==> config.mk <==
export PLATFORM = sky130hd
export DESIGN_NAME = seven_segment_display_driver
export DESIGN_NICKNAME = d
export VERILOG_FILES = /design/src/rtl/seven_segment_pkg.sv /design/src/rtl/hex_to_seven_segment.sv /design/src/rtl/seven_segment_display_driver.sv
export SDC_FILE = /design/constraint.sdc
export NUM_CORES = 1
export LEC_CHECK = 0
export ABC_CLOCK_PERIOD_IN_PS = 3900
export CAP_MARGIN = 0
export CORE_ASPECT_RATIO = 0.8
export CORE_MARGIN = 4
export CORE_UTILIZATION = 49
export DETAILED_ROUTE_END_ITERATION = 6
export GPL_TIMING_DRIVEN = 0
export PLACE_DENSITY = 0.76
export REMOVE_ABC_BUFFERS = 1
export SLEW_MARGIN = 20
export SYNTH_ARGS = -nofsm -noshare
export SYNTH_HDL_FRONTEND = slang
export SYNTH_SLANG_ARGS = --single-unit
==> constraint.sdc <==
create_clock -name clk -period 3.9 [get_ports clk]
set_clock_uncertainty 0.15 [all_clocks]
set_input_delay 0.975 -clock clk [delete_from_list [all_inputs] [get_ports clk]]
set_output_delay 0.975 -clock clk [all_outputs]
set_load 0.02 [all_outputs]
==> src/rtl/seven_segment_pkg.sv <==
// Shared constants, FSM state type and hex-to-segment table for the
// seven-segment display driver.
package seven_segment_pkg;

  localparam int NUM_DIGITS = 8;
  localparam logic [6:0] SEG_BLANK = 7'h7F;

  typedef enum logic {
    IDLE    = 1'b0,
    PENDING = 1'b1
  } state_t;

  // Active-low cathode pattern {g,f,e,d,c,b,a} for one hex nibble
  function automatic logic [6:0] hex_to_seg(input logic [3:0] nibble);
    case (nibble)
      4'h0: hex_to_seg = 7'h40;
      4'h1: hex_to_seg = 7'h79;
      4'h2: hex_to_seg = 7'h24;
      4'h3: hex_to_seg = 7'h30;
      4'h4: hex_to_seg = 7'h19;
      4'h5: hex_to_seg = 7'h12;
      4'h6: hex_to_seg = 7'h02;
      4'h7: hex_to_seg = 7'h78;
      4'h8: hex_to_seg = 7'h00;
      4'h9: hex_to_seg = 7'h10;
      4'hA: hex_to_seg = 7'h08;
      4'hB: hex_to_seg = 7'h03;
      4'hC: hex_to_seg = 7'h46;
      4'hD: hex_to_seg = 7'h21;
      4'hE: hex_to_seg = 7'h06;
      default: hex_to_seg = 7'h0E;
    endcase
  endfunction

endpackage

==> src/rtl/hex_to_seven_segment.sv <==
// Combinational nibble to active-low seven-segment cathode decoder.
module hex_to_seven_segment
  import seven_segment_pkg::*;
(
  input  logic [3:0] nibble,
  output logic [6:0] seg_n
);

  assign seg_n = hex_to_seg(nibble);

endmodule

==> src/rtl/seven_segment_display_driver.sv <==
// Eight-digit hex display driver: frame-synchronous value commit, leading-zero
// blanking, PWM anode dimming, registered active-low outputs.
module seven_segment_display_driver #(
  parameter int NUM_DIGITS = 8,
  parameter int PWM_BITS   = 4
) (
  input  logic                  clk,
  input  logic                  reset_n,
  input  logic [NUM_DIGITS-1:0] digit_select,
  input  logic                  load_valid,
  output logic                  load_ready,
  input  logic [31:0]           load_value,
  input  logic [NUM_DIGITS-1:0] load_dp,
  input  logic                  load_lz_blank,
  input  logic                  display_en,
  input  logic [PWM_BITS-1:0]   brightness,
  output logic [6:0]            seg_n,
  output logic                  dp_n,
  output logic [NUM_DIGITS-1:0] an_n
);
  import seven_segment_pkg::*;

  localparam int IDX_W = $clog2(NUM_DIGITS);

  state_t                  state, state_next;
  logic [31:0]             stg_value, shd_value, eff_value;
  logic [NUM_DIGITS-1:0]   stg_dp, shd_dp, eff_dp;
  logic                    stg_lz;
  logic [NUM_DIGITS-1:0]   lz_mask, lz_next, eff_mask;
  logic [NUM_DIGITS-1:0]   prev_sel;
  logic [PWM_BITS-1:0]     pwm_cnt;
  logic                    accept, frame_start, sel_idle, commit;
  logic                    sel_valid, blank, dp_on, pwm_on;
  logic [IDX_W-1:0]        digit_idx;
  logic [3:0]              nibble;
  logic [6:0]              dec_seg, seg_d;
  logic                    dp_d;
  logic [NUM_DIGITS-1:0]   an_d;

  assign accept      = load_valid && load_ready;
  assign frame_start = (digit_select == 8'h80) && (prev_sel != 8'h80);
  assign sel_idle    = (digit_select == '1);
  assign commit      = (state == PENDING) && (frame_start || sel_idle);

  always_comb begin
    state_next = state;
    case (state)
      IDLE:    if (accept) state_next = PENDING;
      PENDING: if (commit) state_next = IDLE;
      default: state_next = IDLE;
    endcase
  end

  // Blank digit i while every nibble from the top down to i is zero; digit 0 always shows
  always_comb begin
    logic zero_run;
    lz_next  = '0;
    zero_run = stg_lz;
    for (int i = NUM_DIGITS - 1; i >= 0; i--) begin
      zero_run = zero_run && (stg_value[4*i +: 4] == 4'h0);
      lz_next[i] = zero_run && (i != 0);
    end
  end

  // The commit cycle already renders from staging so a new frame never shows an old digit
  assign eff_value = commit ? stg_value : shd_value;
  assign eff_dp    = commit ? stg_dp    : shd_dp;
  assign eff_mask  = commit ? lz_next   : lz_mask;

  assign sel_valid = (digit_select != '0) &&
                     ((digit_select & (digit_select - 1'b1)) == '0);

  always_comb begin
    digit_idx = '0;
    for (int i = 0; i < NUM_DIGITS; i++) begin
      if (digit_select[i]) digit_idx = i[IDX_W-1:0];
    end
  end

  assign nibble = eff_value[{digit_idx, 2'b00} +: 4];

  hex_to_seven_segment u_dec (
    .nibble (nibble),
    .seg_n  (dec_seg)
  );

  assign blank  = eff_mask[digit_idx];
  assign dp_on  = eff_dp[digit_idx];
  assign pwm_on = display_en && (pwm_cnt <= brightness);

  always_comb begin
    seg_d = SEG_BLANK;
    dp_d  = 1'b1;
    an_d  = '1;
    if (sel_valid) begin
      seg_d = blank ? SEG_BLANK : dec_seg;
      dp_d  = ~dp_on;
      if ((!blank || dp_on) && pwm_on) an_d = ~digit_select;
    end
  end

  always_ff @(posedge clk) begin
    if (!reset_n) begin
      state      <= IDLE;
      load_ready <= 1'b1;
      stg_value  <= '0;
      stg_dp     <= '0;
      stg_lz     <= 1'b0;
      shd_value  <= '0;
      shd_dp     <= '0;
      lz_mask    <= '0;
      prev_sel   <= '0;
      pwm_cnt    <= '0;
      seg_n      <= SEG_BLANK;
      dp_n       <= 1'b1;
      an_n       <= '1;
    end else begin
      state      <= state_next;
      load_ready <= (state_next == IDLE);
      prev_sel   <= digit_select;
      pwm_cnt    <= pwm_cnt + 1'b1;
      if (accept) begin
        stg_value <= load_value;
        stg_dp    <= load_dp;
        stg_lz    <= load_lz_blank;
      end
      if (commit) begin
        shd_value <= stg_value;
        shd_dp    <= stg_dp;
        lz_mask   <= lz_next;
      end
      seg_n <= seg_d;
      dp_n  <= dp_d;
      an_n  <= an_d;
    end
  end

endmodule

Word level (Yosys, flattened, before mapping)
Memories as Yosys holds them, arrays and structs flattened. A register that Yosys moved wholly into a read port is not among the register bits.
Cells that the tools add are included.
{ "classes": {"n_addsub": 2, "n_mul": 0, "div_mod_pow": 0, "order_cmp": 2, "eq_ne": 3, "shifts": 1, "n_mux": 17, "bitwise": 7, "n_reduce_logical": 28} }
{ "ops": {"columns": ["op", "count"], "rows": [
  ["2-to-1 mux 32 bit", 1],
  ["indexed part select 32 x 6 -> 4 bit", 1],
  ["logical NOT 4 bit", 7],
  ["2-to-1 mux 3 bit", 6],
  ["== test 8 bit, second input constant", 2],
  ["2-to-1 mux 8 bit", 2],
  ["logical AND 1 bit", 13],
  ["AND 8 bit", 1],
  ["logical NOT 8 bit", 1],
  ["inequality test 8 bit, second input constant", 1],
  ["inverter 8 bit", 1],
  ["nonzero test 8 bit", 1],
  ["subtractor 8 x 1 -> 8 bit, second input constant", 1],
  ["binary-select mux 1 bit (select 3 bit)", 2],
  ["2-to-1 mux 1 bit", 5],
  ["inverter 1 bit", 5],
  ["adder 4 x 1 -> 4 bit, second input constant", 1],
  ["less-or-equal comparator 4 bit", 1],
  ["< comparator 3 x 4 -> 1 bit, second input constant", 1],
  ["AND reduction 3 bit", 1],
  ["OR reduction 3 bit", 1],
  ["logical OR 1 bit", 2],
  ["case mux 1 bit (2 select lines)", 1],
  ["AND reduction 2 bit", 1],
  ["logical NOT 1 bit", 1]
]} }
{ "word_totals": {"regBits": 112, "latch_bits": 0, "mem_bits_rw": 0, "romBits": 112, "mem_count": 1} }
{ "memory_table": {"columns": ["name", "words", "word_bits", "read_ports", "rd_ports_with_merged_regs", "write_ports", "line_no", "source"], "rows": [
  ["(name not given)", 16, 7, 1, 1, 0, "seven_segment_pkg.sv:15", "case (nibble)"]
]} }

Logic depth before layout (Yosys ltp)
Gate-level depths: netlist (run 1).
{ "logic_depth": {"depth_word": 15, "depth_mapped": 15, "depth_no_buf": 13} }

By module
Synthesis (run 1) repeated with hierarchy kept, for this count alone.
{ "hier_totals": {"hier_cells": 587, "area_unflattened_um2": 5330.1} }
{ "modules_own_cells": {"columns": ["mod", "instances", "cells_each", "area_per_inst_um2", "seq_area_each_um2"], "rows": [
  ["seven_segment_display_driver", 1, 556, 5077.4, 2382.3],
  ["hex_to_seven_segment", 1, 31, 252.7, 0.0]
]} }

Worst setup path before layout (run 1)
Ideal clock, no wire load.
{ "synth_timing": {"path_kind": "input to register", "startpoint": "input digit_select[5]", "endpoint": "register seg_n[3]", "setup_ns": 0.115, "arrival_ns": 3.483, "setup_slack_ns": 0.152, "cell_stages": 14, "path_buffers": 2, "cell_sequence": "buf_6 > or4b_4 > a211oi_2 > o21ai_2 > buf_6 > mux2i_1 > o21ai_0 > o21ai_1 > a21oi_1 > inv_1 > ha_1 > mux2_4 > mux2i_1 > nand2_1"} }
{ "synth_between": {"elab_chain_cells": 8, "elab_cells_between_ends": 20, "cone_classes": "add/sub: 1; eq/ne: 2; shift: 1; mux: 7; bitwise: 2; reduce/logical: 7"} }
{ "synth_rtl": {"columns": ["item", "line_no", "source"], "rows": [
  ["from (decl)", "seven_segment_display_driver.sv:9", "input logic [NUM_DIGITS-1:0] digit_select,"],
  ["parallel branches: the longest is 8 deep, another holds subtractor 8 x 1 -> 8 bit", null, null],
  ["to (decl)", "seven_segment_display_driver.sv:17", "output logic [6:0] seg_n,"]
]} }
Parallel ways; which one is timed is not known. The select of a mux whose other input is x is not followed.
A chain may end at the register's enable or synchronous reset.

Worst setup path in the final report (run 1)
{ "layout_timing": {"startpoint": "input digit_select[0]", "endpoint": "register seg_n[0]"} }
The elaborated chain is that of the path after synthesis.

==> results.tsv, run 1 <==
metric	value	unit
pre_cts_ws	-1330	ps
dr.pass1.iters	5	
synth_area_leader_cell	sky130_fd_sc_hd__dfxtp_1	
ys_seq_elements	119	
fraction_of_met1_tracks_used_by_global_routing	25.7	%
clock-sinks	119	
worstPathArrival	3970	ps
cap_viol_max_count	0	
placed_cells	790	
numCtsBuffers	17	
clk_pin_slew_worst_paths	50	ps
timing_hold_violations_final	0	
root_buffer	sky130_fd_sc_hd__clkbuf_16	
post-route-util	66.9	%
synthSimpleGateAreaFrac	22.0	%
yosysUniqueCellTypes	56	
grt_util_met2	34.7	%
synth_sequential_area_ratio	44.6	%
synth_compound_gate_area_share	20.7	%
floorplan.initialDensity	51.1	%
filler_cells	836	
final_net_count	749	
die_height	101	um
final-seq-area	0.00238	mm2
post_synth_mux_area_share	5.48	%
post-synth-top-area-fraction	44.6	%
worst_slack	57.6	ps
timing.critical_path.to_type	register	
tightestPinTransition	850	ps
crit_required	4030	ps
multi_input_comb_area	0.00285	mm2
setup-violations-final	0	
grt_pass1_vias	4485	
die_area	0.0126	mm2
top_level_ports	74	
global_route_wire_length_before_repair	21400	um
crit_type	input pin to register	
antenna-diode-count	0	
antenna_violating_nets_post_route	0	
synthAdderAreaFrac	2.53	%
via_density	5.53	
post-route-period-util	98.5	%
layout.cells.non_filler	834	
timing.hold.worst.class	register to register	
vdd.ir_drop.worst	0.266	mV
leakagePower	2.63	nW
hpwl	8090	um
outcome	finished clean	
synth_cells	613	
synthesis.area_per_instance	8.72	um2
ys_async_sr_fraction	0	%
clock_tree.buffer_depth	2	
period_minus_slack	3840	ps
initial_detailed_routing_violation_count	360	
grt_max_degree	104	
synth_enable_flop_cells	0	
max_clock_freq	260	MHz
wire_per_inst	15.9	um
p_per_area	467	mW/mm2
post-route-drc-count	0	
std_cell_rows	33	
post_synth_instance_area	0.00534	mm2
final.setup.tns	0	ps
antenna_found_initial	0	
startpoint_type	input pin	
num_vias	4613	
regToRegSetupSlack	530	ps
post_synth_xor_area_fraction	0.328	%
synth_top_family_by_area	simple AND/OR/NAND/NOR gates	
tritoncts	built	
met3_resource_use_gr	7.22	%
io_buffer_count	73	
globalRouteOverflowTotal	0	
ys.flop_type	sky130_fd_sc_hd__dfxtp_1	
maximum_fanout_along_the_worst_path	32	
grt_util_all_layers	21.1	%
yosys_warnings	0	
final_layout_size_suffix_gt1_share	13.5	%
drt_wl_total	13200	um
slew_headroom	43.1	%
totalPowerFinal	0.00326	W
place.gp.congestion	0.921	
top_usage_layer	met2	
drv_slew	0	
synthToLayoutAreaGrowth	30.8	%
worstSkewPairLatency	410	ps
core_region_area	0.0104	mm2
synthTopCellsByArea	sky130_fd_sc_hd__dfxtp_1 (45%), sky130_fd_sc_hd__nand2_1 (12%), sky130_fd_sc_hd__a21boi_0 (9.6%), sky130_fd_sc_hd__mux2i_1 (2.8%), sky130_fd_sc_hd__and2_1 (2.5%)	
cts.htree.levels	4	
floorplan.die.width	125	um
-- layout by cell type (no fill, tap or decap), types with 5 or more instances in the layout --
master                            count
sky130_fd_sc_hd__mux2i_1             12
sky130_fd_sc_hd__clkdlybuf4s50_1     64
sky130_fd_sc_hd__nor4_1               7
sky130_fd_sc_hd__bufinv_16            5
sky130_fd_sc_hd__and3_1               6
sky130_fd_sc_hd__and2_1              20
sky130_fd_sc_hd__clkbuf_16           18
sky130_fd_sc_hd__nand2_1            169
sky130_fd_sc_hd__nand3_1              8
sky130_fd_sc_hd__dfxtp_1            119
sky130_fd_sc_hd__inv_1               11
sky130_fd_sc_hd__o2111ai_1            8
sky130_fd_sc_hd__a21boi_0            68
sky130_fd_sc_hd__ha_1                 8
sky130_fd_sc_hd__a21oi_1             18
sky130_fd_sc_hd__nor2b_1             13
sky130_fd_sc_hd__buf_4               10
sky130_fd_sc_hd__nor2_1              11
sky130_fd_sc_hd__o21ai_0             13
sky130_fd_sc_hd__buf_2                5
-- final cells by class --
class	count	share of cell area, %
clock buffers	22	6.64
clock inverters	9	2.47
inverters	13	0.698
multi-input cells	442	40.8
flip-flops and latches	119	34.1
well taps	140	2.51
repair buffers	89	12.7
-- critical path, cell delays in order --
cell and delay, ps:
sky130_fd_sc_hd__clkbuf_2 150, sky130_fd_sc_hd__or4_4 580, sky130_fd_sc_hd__a211oi_4 370, sky130_fd_sc_hd__o21ai_4 130, sky130_fd_sc_hd__buf_4 200, sky130_fd_sc_hd__buf_16 170, sky130_fd_sc_hd__mux2_4 330, sky130_fd_sc_hd__a221oi_4 310
sky130_fd_sc_hd__buf_4 160, sky130_fd_sc_hd__a41o_1 190, sky130_fd_sc_hd__nand2_1 120, sky130_fd_sc_hd__a21oi_1 180, sky130_fd_sc_hd__o31ai_1 90
-- where the power goes --
| group | switching [W] | internal [W] | leakage, nW |
|---|---|---|---|
| registers | 0.0000311 | 0.00126 | 0.969 |
| clock network | 0.000531 | 0.00116 | 0.310 |
| logic | 0.000152 | 0.000131 | 1.35 |
-- registers in the layout, summed over array words and instances, names as in the netlist --
register,count
stg_value,32
lz_mask,8
pwm_cnt,4
stg_lz,1
state,1
stg_dp,8
seg_n,7
dp_n,1
shd_value,32
prev_sel,8
an_n,8
load_ready,1
shd_dp,8
-- worst paths after layout --
check / startpoint / end / cells after the start
worst min-delay path: shd_value[19] / shd_value[19] / 2
worst max-delay path: digit_select[0] / seg_n[0] / 13
worst max register to register: prev_sel[5] / seg_n[0] / 12
worst min register to register: shd_value[19] / shd_value[19] / 2
-- metrics by stage --
step / instance area (um2) / hold slack [ps]
floorplan: 5160 / 286
global placement: 6060 / 300
detailed placement: 6200 / 307
CTS: 6930 / 315
global route: 6990 / 332
finish: 6990 / 312
-- kinds of logic (layout without fill, tap and decap cells) --
logic type | Yosys count | count (layout)
AND/OR/NAND/NOR | 259 | 260
AO/OA/AOI/OAI | 145 | 145
buffers and inverters | 53 | 133
multiplexers | 24 | 24
XOR/XNOR | 2 | 2
adder cells (fa/ha/maj) | 11 | 11
flip-flops | 119 | 119
-- layer usage --
metal / wire (um) / vias up
met1: 5940 / 2169
met2: 6040 / 171
met4: 242 / 0
met3: 999 / 24
met5: 0 / -
li1: - / 2249
-- what timing repair did --
action                                  in CTS  in global routing
endpoints found under the setup margin      15                 15
resized for setup                           34                 21
hold buffers                                 0                  0
gates cloned                                 1                  2
buffers inserted                             6                  4
pin swaps                                    6                  6
-- Yosys cell counts, types with 6 or more instances --
cell,instances
sky130_fd_sc_hd__inv_1,13
sky130_fd_sc_hd__dfxtp_1,119
sky130_fd_sc_hd__o2111ai_1,8
sky130_fd_sc_hd__nor4_1,7
sky130_fd_sc_hd__a21oi_1,21
sky130_fd_sc_hd__mux2i_1,15
sky130_fd_sc_hd__nor2_1,13
sky130_fd_sc_hd__clkbuf_1,28
sky130_fd_sc_hd__nand2_1,170
sky130_fd_sc_hd__ha_1,10
sky130_fd_sc_hd__a21boi_0,68
sky130_fd_sc_hd__and3_1,6
sky130_fd_sc_hd__and2_1,21
sky130_fd_sc_hd__o21ai_0,14
sky130_fd_sc_hd__nor2b_1,14
sky130_fd_sc_hd__nand3_1,8
No activity file was read; power rests on OpenSTA's default activity.
==> run 2: changes to the inputs <==
--- a/config.mk
+++ b/config.mk
@@ -8,7 +8,7 @@
 export ABC_CLOCK_PERIOD_IN_PS = 3900
 export CAP_MARGIN = 0
 export CORE_ASPECT_RATIO = 0.8
-export CORE_MARGIN = 4
+export CORE_MARGIN = 1.5
 export CORE_UTILIZATION = 49
 export DETAILED_ROUTE_END_ITERATION = 6
 export GPL_TIMING_DRIVEN = 0
==> results.tsv, run 2 (synthesis gave the netlist of run 1 again) <==
metric	value	unit
maximum_fanout_along_the_worst_path	5	
timing.critical_path.buf_inv	2	
crit_required	4040	ps
antenna_found_initial	0	
grt_util_all_layers	23.4	%
io_buffer_count	73	
root_buffer	sky130_fd_sc_hd__clkbuf_16	
grt_max_degree	103	
seq_power_share	40.7	%
post-route-drc-count	0	
final_layout_size_suffix_gt1_share	12.7	%
vdd.ir_drop.worst	0.326	mV
tightestPinTransition	835	ps
worst-path-stages	13	
top_usage_layer	met2	
dr.pass1.iters	5	
final_net_count	748	
post-route-period-util	98.3	%
grt_util_met2	39.3	%
drt_wl_total	13400	um
critPathSlowestCell	sky130_fd_sc_hd__or4_4	
clock-sinks	119	
period_minus_slack	3830	ps
globalRouteOverflowTotal	0	
core_region_area	0.0104	mm2
antenna-diode-count	0	
grt_pass1_vias	4444	
pre_cts_ws	-1290	ps
switching_power	0.000719	W
timing_hold_violations_final	0	
initial_detailed_routing_violation_count	346	
slowest_delay	540	ps
worst_slack	65.2	ps
dpl-instance-area	0.00620	mm2
cap_viol_max_count	0	
outcome	finished clean	
most-common-layout-cells	sky130_fd_sc_hd__nand2_1 (169), sky130_fd_sc_hd__dfxtp_1 (119), sky130_fd_sc_hd__a21boi_0 (68)	
place.gp.congestion	0.876	
multi_input_comb_area	0.00285	mm2
worst_case_reg_to_reg_path_depth	13	
filler_cells	803	
max_clock_freq	261	MHz
whs	314	ps
fraction_of_met1_tracks_used_by_global_routing	28.5	%
leakagePower	2.61	nW
most_frequent_standard_cell_in_the_layout_excluding_fill_and_tap_cells	sky130_fd_sc_hd__nand2_1	
design_area	0.00697	mm2
floorplan.die.width	120	um
die_height	96.4	um
critical_path.cell_chain	dlygate4sd2_1 > or4_4 > a211oi_4 > nor2_2 > and3_1 > a221o_1 > o21ai_0 > a21o_1 > inv_1 > ha_1 > mux2_4 > mux2i_1 > nand2_1	
p_per_area	454	mW/mm2
numCtsBuffers	17	
crit_type	input pin to register	
synthToLayoutAreaGrowth	30.5	%
final.setup.tns	0	ps
share_comb_of_total_power	9.0	%
setup-violations-final	0	
global_route_wire_length_before_repair	20900	um
reg_top3	shd_value: 32 flops, stg_value: 32 flops	
post-route-util	66.8	%
path_delay_family	simple AND/OR/NAND/NOR gates	
std_cell_rows	33	
clk_pin_slew_worst_paths	50	ps
timing.critical_path.to_type	register	
tritoncts	built	
startpoint_type	input pin	
clock_tree.buffer_depth	2	
via_density	5.58	
grt_setup_unrepaired	yes	
met3_resource_use_gr	6.63	%
top_level_ports	74	
num_vias	4652	
drv_slew	0	
timing.hold.worst.class	register to register	
slew_headroom	44.1	%
final-seq-area	0.00238	mm2
wire_per_inst	16.0	um
floorplan.initialDensity	51.1	%
hpwl	8010	um
holdPathStages	2	
die_area	0.0115	mm2
cts.htree.levels	4	
p_clk_share	50.4	%
antenna_violating_nets_post_route	0	
worstSkewPairLatency	420	ps
sw_frac_of_total	22.7	%
worstPathArrival	3980	ps
power_report.internal_total	0.00245	W
run 2: changes by cell type in the layout (fill, tap and decap cells not counted), moves of 2 or more:
cell                            before  now
sky130_fd_sc_hd__dlygate4sd2_1       0    4
sky130_fd_sc_hd__mux2i_1            12   10
sky130_fd_sc_hd__clkbuf_1            3    5
sky130_fd_sc_hd__clkbuf_8            2    0
sky130_fd_sc_hd__buf_2               5    1
sky130_fd_sc_hd__clkinv_2            3    5
sky130_fd_sc_hd__buf_4              10    8
run 2: path summary, 6_finish.rpt:
path / to / slack, ps / from
max: seg_n[3] / 70 / digit_select[0]
min: shd_value[27] / 310 / shd_value[27]
max reg2reg: seg_n[3] / 570 / prev_sel[5]
min reg2reg: shd_value[27] / 310 / shd_value[27]
run 2: area by class of cell:
type                            instances  area share [%]
Timing Repair Buffer                   88            13.1
Multi-Input combinational cell        442            40.9
Clock inverter                         10            2.19
Clock buffer                           22            6.37
Sequential cell                       119            34.2
Inverter                               13           0.700
Tap cell                              140            2.51
run 2: timing repair:
action,in CTS,in global routing
gates cloned,1,2
setup buffers,3,5
resized for setup,19,20
hold buffers,0,0
endpoints found under the setup margin,15,12
hold endpoints to repair,0,0
pin swaps,2,6
run 2: power by group through the flow:
| stage | sequential, W | combinational, W | clock (W) |
|---|---|---|---|
| after floorplan | 0.00130 | 0.000142 | 0 |
| after global placement | 0.00131 | 0.000260 | 0 |
| after detailed placement | 0.00131 | 0.000272 | 0 |
| after CTS | 0.00129 | 0.000278 | 0.00160 |
| after global routing | 0.00129 | 0.000313 | 0.00166 |
| final | 0.00129 | 0.000284 | 0.00160 |
run 2: worst reg2reg max path, delay by kind of cell (launching register included):
kind            cells  cell delay (ps)
buf+inv             2              250
compound gates      4              860
flops               1              290
fa+ha+maj           1              230
mux                 2              390
simple gates        4             1020
run 2: per-stage QoR:
step | cells | total power, W
detailed placement | 791 | 0.00158
CTS | 827 | 0.00316
finish | 834 | 0.00317
global placement | 786 | 0.00157
global route | 834 | 0.00327
floorplan | 573 | 0.00144
run 2: metal layers:
layer  vias to the layer above  part of all wire, %
met5                         -                    0
met4                         0                  2.3
met3                        35                  6.4
met2                       172                   47
met1                      2203                   44
li1                       2242                    -
==> run 3: changes to the inputs <==
--- a/config.mk
+++ b/config.mk
@@ -5,14 +5,13 @@
 export SDC_FILE = /design/constraint.sdc
 export NUM_CORES = 1
 export LEC_CHECK = 0
-export ABC_CLOCK_PERIOD_IN_PS = 3900
 export CAP_MARGIN = 0
 export CORE_ASPECT_RATIO = 0.8
 export CORE_MARGIN = 1.5
-export CORE_UTILIZATION = 49
+export CORE_UTILIZATION = 30
 export DETAILED_ROUTE_END_ITERATION = 6
 export GPL_TIMING_DRIVEN = 0
-export PLACE_DENSITY = 0.76
+export PLACE_DENSITY = 0.51
 export REMOVE_ABC_BUFFERS = 1
 export SLEW_MARGIN = 20
 export SYNTH_ARGS = -nofsm -noshare
==> results.tsv, run 3 (synthesis gave the netlist of run 1 again) <==
metric	value	unit
outcome	finished clean	
max_clock_freq	265	MHz
die_area	0.0186	mm2
crit_type	input pin to register	
most-common-layout-cells	sky130_fd_sc_hd__nand2_1 (169), sky130_fd_sc_hd__dfxtp_1 (119), sky130_fd_sc_hd__a21boi_0 (68)	
final_layout_size_suffix_gt1_share	13.1	%
synthToLayoutAreaGrowth	33.7	%
layout.cells.non_filler	920	
rr_endpoint	seg_n[4]	
crit_path_end	seg_n[4]	
worst-path-stages	11	
globalRouteOverflowTotal	0	
filler_cells	1731	
vdd.ir_drop.worst	0.284	mV
via_density	4.78	
timing_hold_violations_final	0	
clk_pin_slew_worst_paths	50	ps
design_area	0.00714	mm2
timing.critical_path.buf_inv	3	
maximum_fanout_along_the_worst_path	13	
slew_headroom	49.8	%
std_cell_rows	43	
dr.pass1.iters	4	
drv_slew	0	
antenna-diode-count	0	
post-route-drc-count	0	
floorplan.initialDensity	30.7	%
setup-violations-final	0	
regToRegSetupSlack	640	ps
cts.htree.levels	4	
path_delay_family	compound AO/OA/AOI/OAI gates	
reg2reg_launch_point	prev_sel[5]	
tritoncts	built	
startpoint_type	input pin	
p_per_area	448	mW/mm2
post-route-period-util	96.9	%
top_level_ports	74	
initial_detailed_routing_violation_count	221	
final.setup.tns	0	ps
grt_util_all_layers	15.3	%
cap_viol_max_count	0	
tightestPinTransition	752	ps
timing.hold.worst.class	register to register	
place.gp.congestion	0.828	
io_buffer_count	73	
die_height	122	um
num_vias	4394	
holdBufCountCts	0	
worstPathArrival	3920	ps
crit_start	digit_select[0]	
timing.critical_path.to_type	register	
multi_input_comb_area	0.00284	mm2
clock-sinks	119	
critical_path.cell_chain	clkdlybuf4s15_1 > or4_4 > a211oi_4 > o21ai_4 > clkbuf_16 > clkbuf_4 > mux2_2 > a221oi_2 > a22o_4 > mux2i_1 > o211ai_2	
placed_cells	878	
root_buffer	sky130_fd_sc_hd__clkbuf_16	
global_route_wire_length_before_repair	22200	um
wire_per_inst	14.7	um
numCtsBuffers	17	
worstSkewPairLatency	420	ps
grt_max_degree	55	
slowest_delay	580	ps
final_net_count	749	
period_minus_slack	3780	ps
hpwl	9470	um
crit_required	4040	ps
grt_pass1_vias	4381	
reg_top3	shd_value: 32 flops, stg_value: 32 flops	
worst_case_reg_to_reg_path_depth	10	
final-seq-area	0.00238	mm2
clock_tree.buffer_depth	2	
critPathSlowestCell	sky130_fd_sc_hd__or4_4	
grt_setup_unrepaired	no	
antenna_found_initial	0	
core_region_area	0.0174	mm2
leakagePower	2.65	nW
most_frequent_standard_cell_in_the_layout_excluding_fill_and_tap_cells	sky130_fd_sc_hd__nand2_1	
antenna_violating_nets_post_route	0	
dpl-instance-area	0.00638	mm2
drt_wl_total	13600	um
floorplan.die.width	152	um
## run 3: changes by cell type in the layout (fill, tap and decap cells not counted), moves of 2 or more
cell and delta:
sky130_fd_sc_hd__clkbuf_8 +5, sky130_fd_sc_hd__clkbuf_1 -3, sky130_fd_sc_hd__buf_16 +2, sky130_fd_sc_hd__dlygate4sd2_1 -2
sky130_fd_sc_hd__o21ai_0 -2, sky130_fd_sc_hd__o21ai_1 +2
## run 3: worst min-delay path by stage
| stage | from | endpoint | slack (ps) | depth (start not counted) |
|---|---|---|---|---|
| final | stg_value[3] | stg_value[3] | 310 | 2 |
| after global routing | stg_value[3] | shd_value[3] | 330 | 2 |
| after CTS | shd_value[14] | shd_value[14] | 310 | 2 |
| after detailed placement | shd_value[14] | shd_value[14] | 310 | 2 |
| after global placement | shd_dp[4] | shd_dp[4] | 300 | 2 |
| after floorplan | pwm_cnt[0] | pwm_cnt[0] | 290 | 1 |
## run 3: worst min-delay path, delay by kind of cell (launching register included)
family / cells / cell delay [ps]
flops: 1 / 310
simple gates: 1 / 50
compound gates: 1 / 60
## run 3: timing repair
action	CTS	global route
buffers inserted	5	4
pin swaps	4	4
endpoints found under the setup margin	15	5
gates resized for setup	18	21
cloned	0	1
## run 3: stage by stage
step / total power (W) / hold WS, ps / util (%) / setup slack [ps]
after floorplan: 0.00144 / 286 / - / -713
after global placement: 0.00158 / 301 / 35.5 / -2500
after detailed placement: 0.00160 / 305 / 36.7 / -1130
after CTS: 0.00324 / 312 / 40.7 / 69.7
after global routing: 0.00334 / 331 / 41.1 / 7.82
final: 0.00320 / 311 / 41.1 / 121
## run 3: layout make-up
class	instances	area share (%)
inverter	13	0.683
sequential	119	33.4
tap	225	3.94
multi-input combinational	441	39.8
timing repair buffer	90	13.6
clock inverter	8	1.65
clock buffer	24	7.02
## run 3: report_power, final
part | switching (W) | internal (W) | leakage (nW)
Sequential | 0.0000323 | 0.00125 | 0.969
Combinational | 0.000153 | 0.000139 | 1.38
Clock | 0.000540 | 0.00108 | 0.306
Total | 0.000725 | 0.00248 | 2.65
## run 3: per-layer routing
metal,global-route usage [%],vias up,part of all wire (%)
met1,20.3,2036,51
met2,23.0,94,43
met5,0,-,0
met4,6.86,0,1.6
li1,-,2249,-
met3,4.56,15,4.3
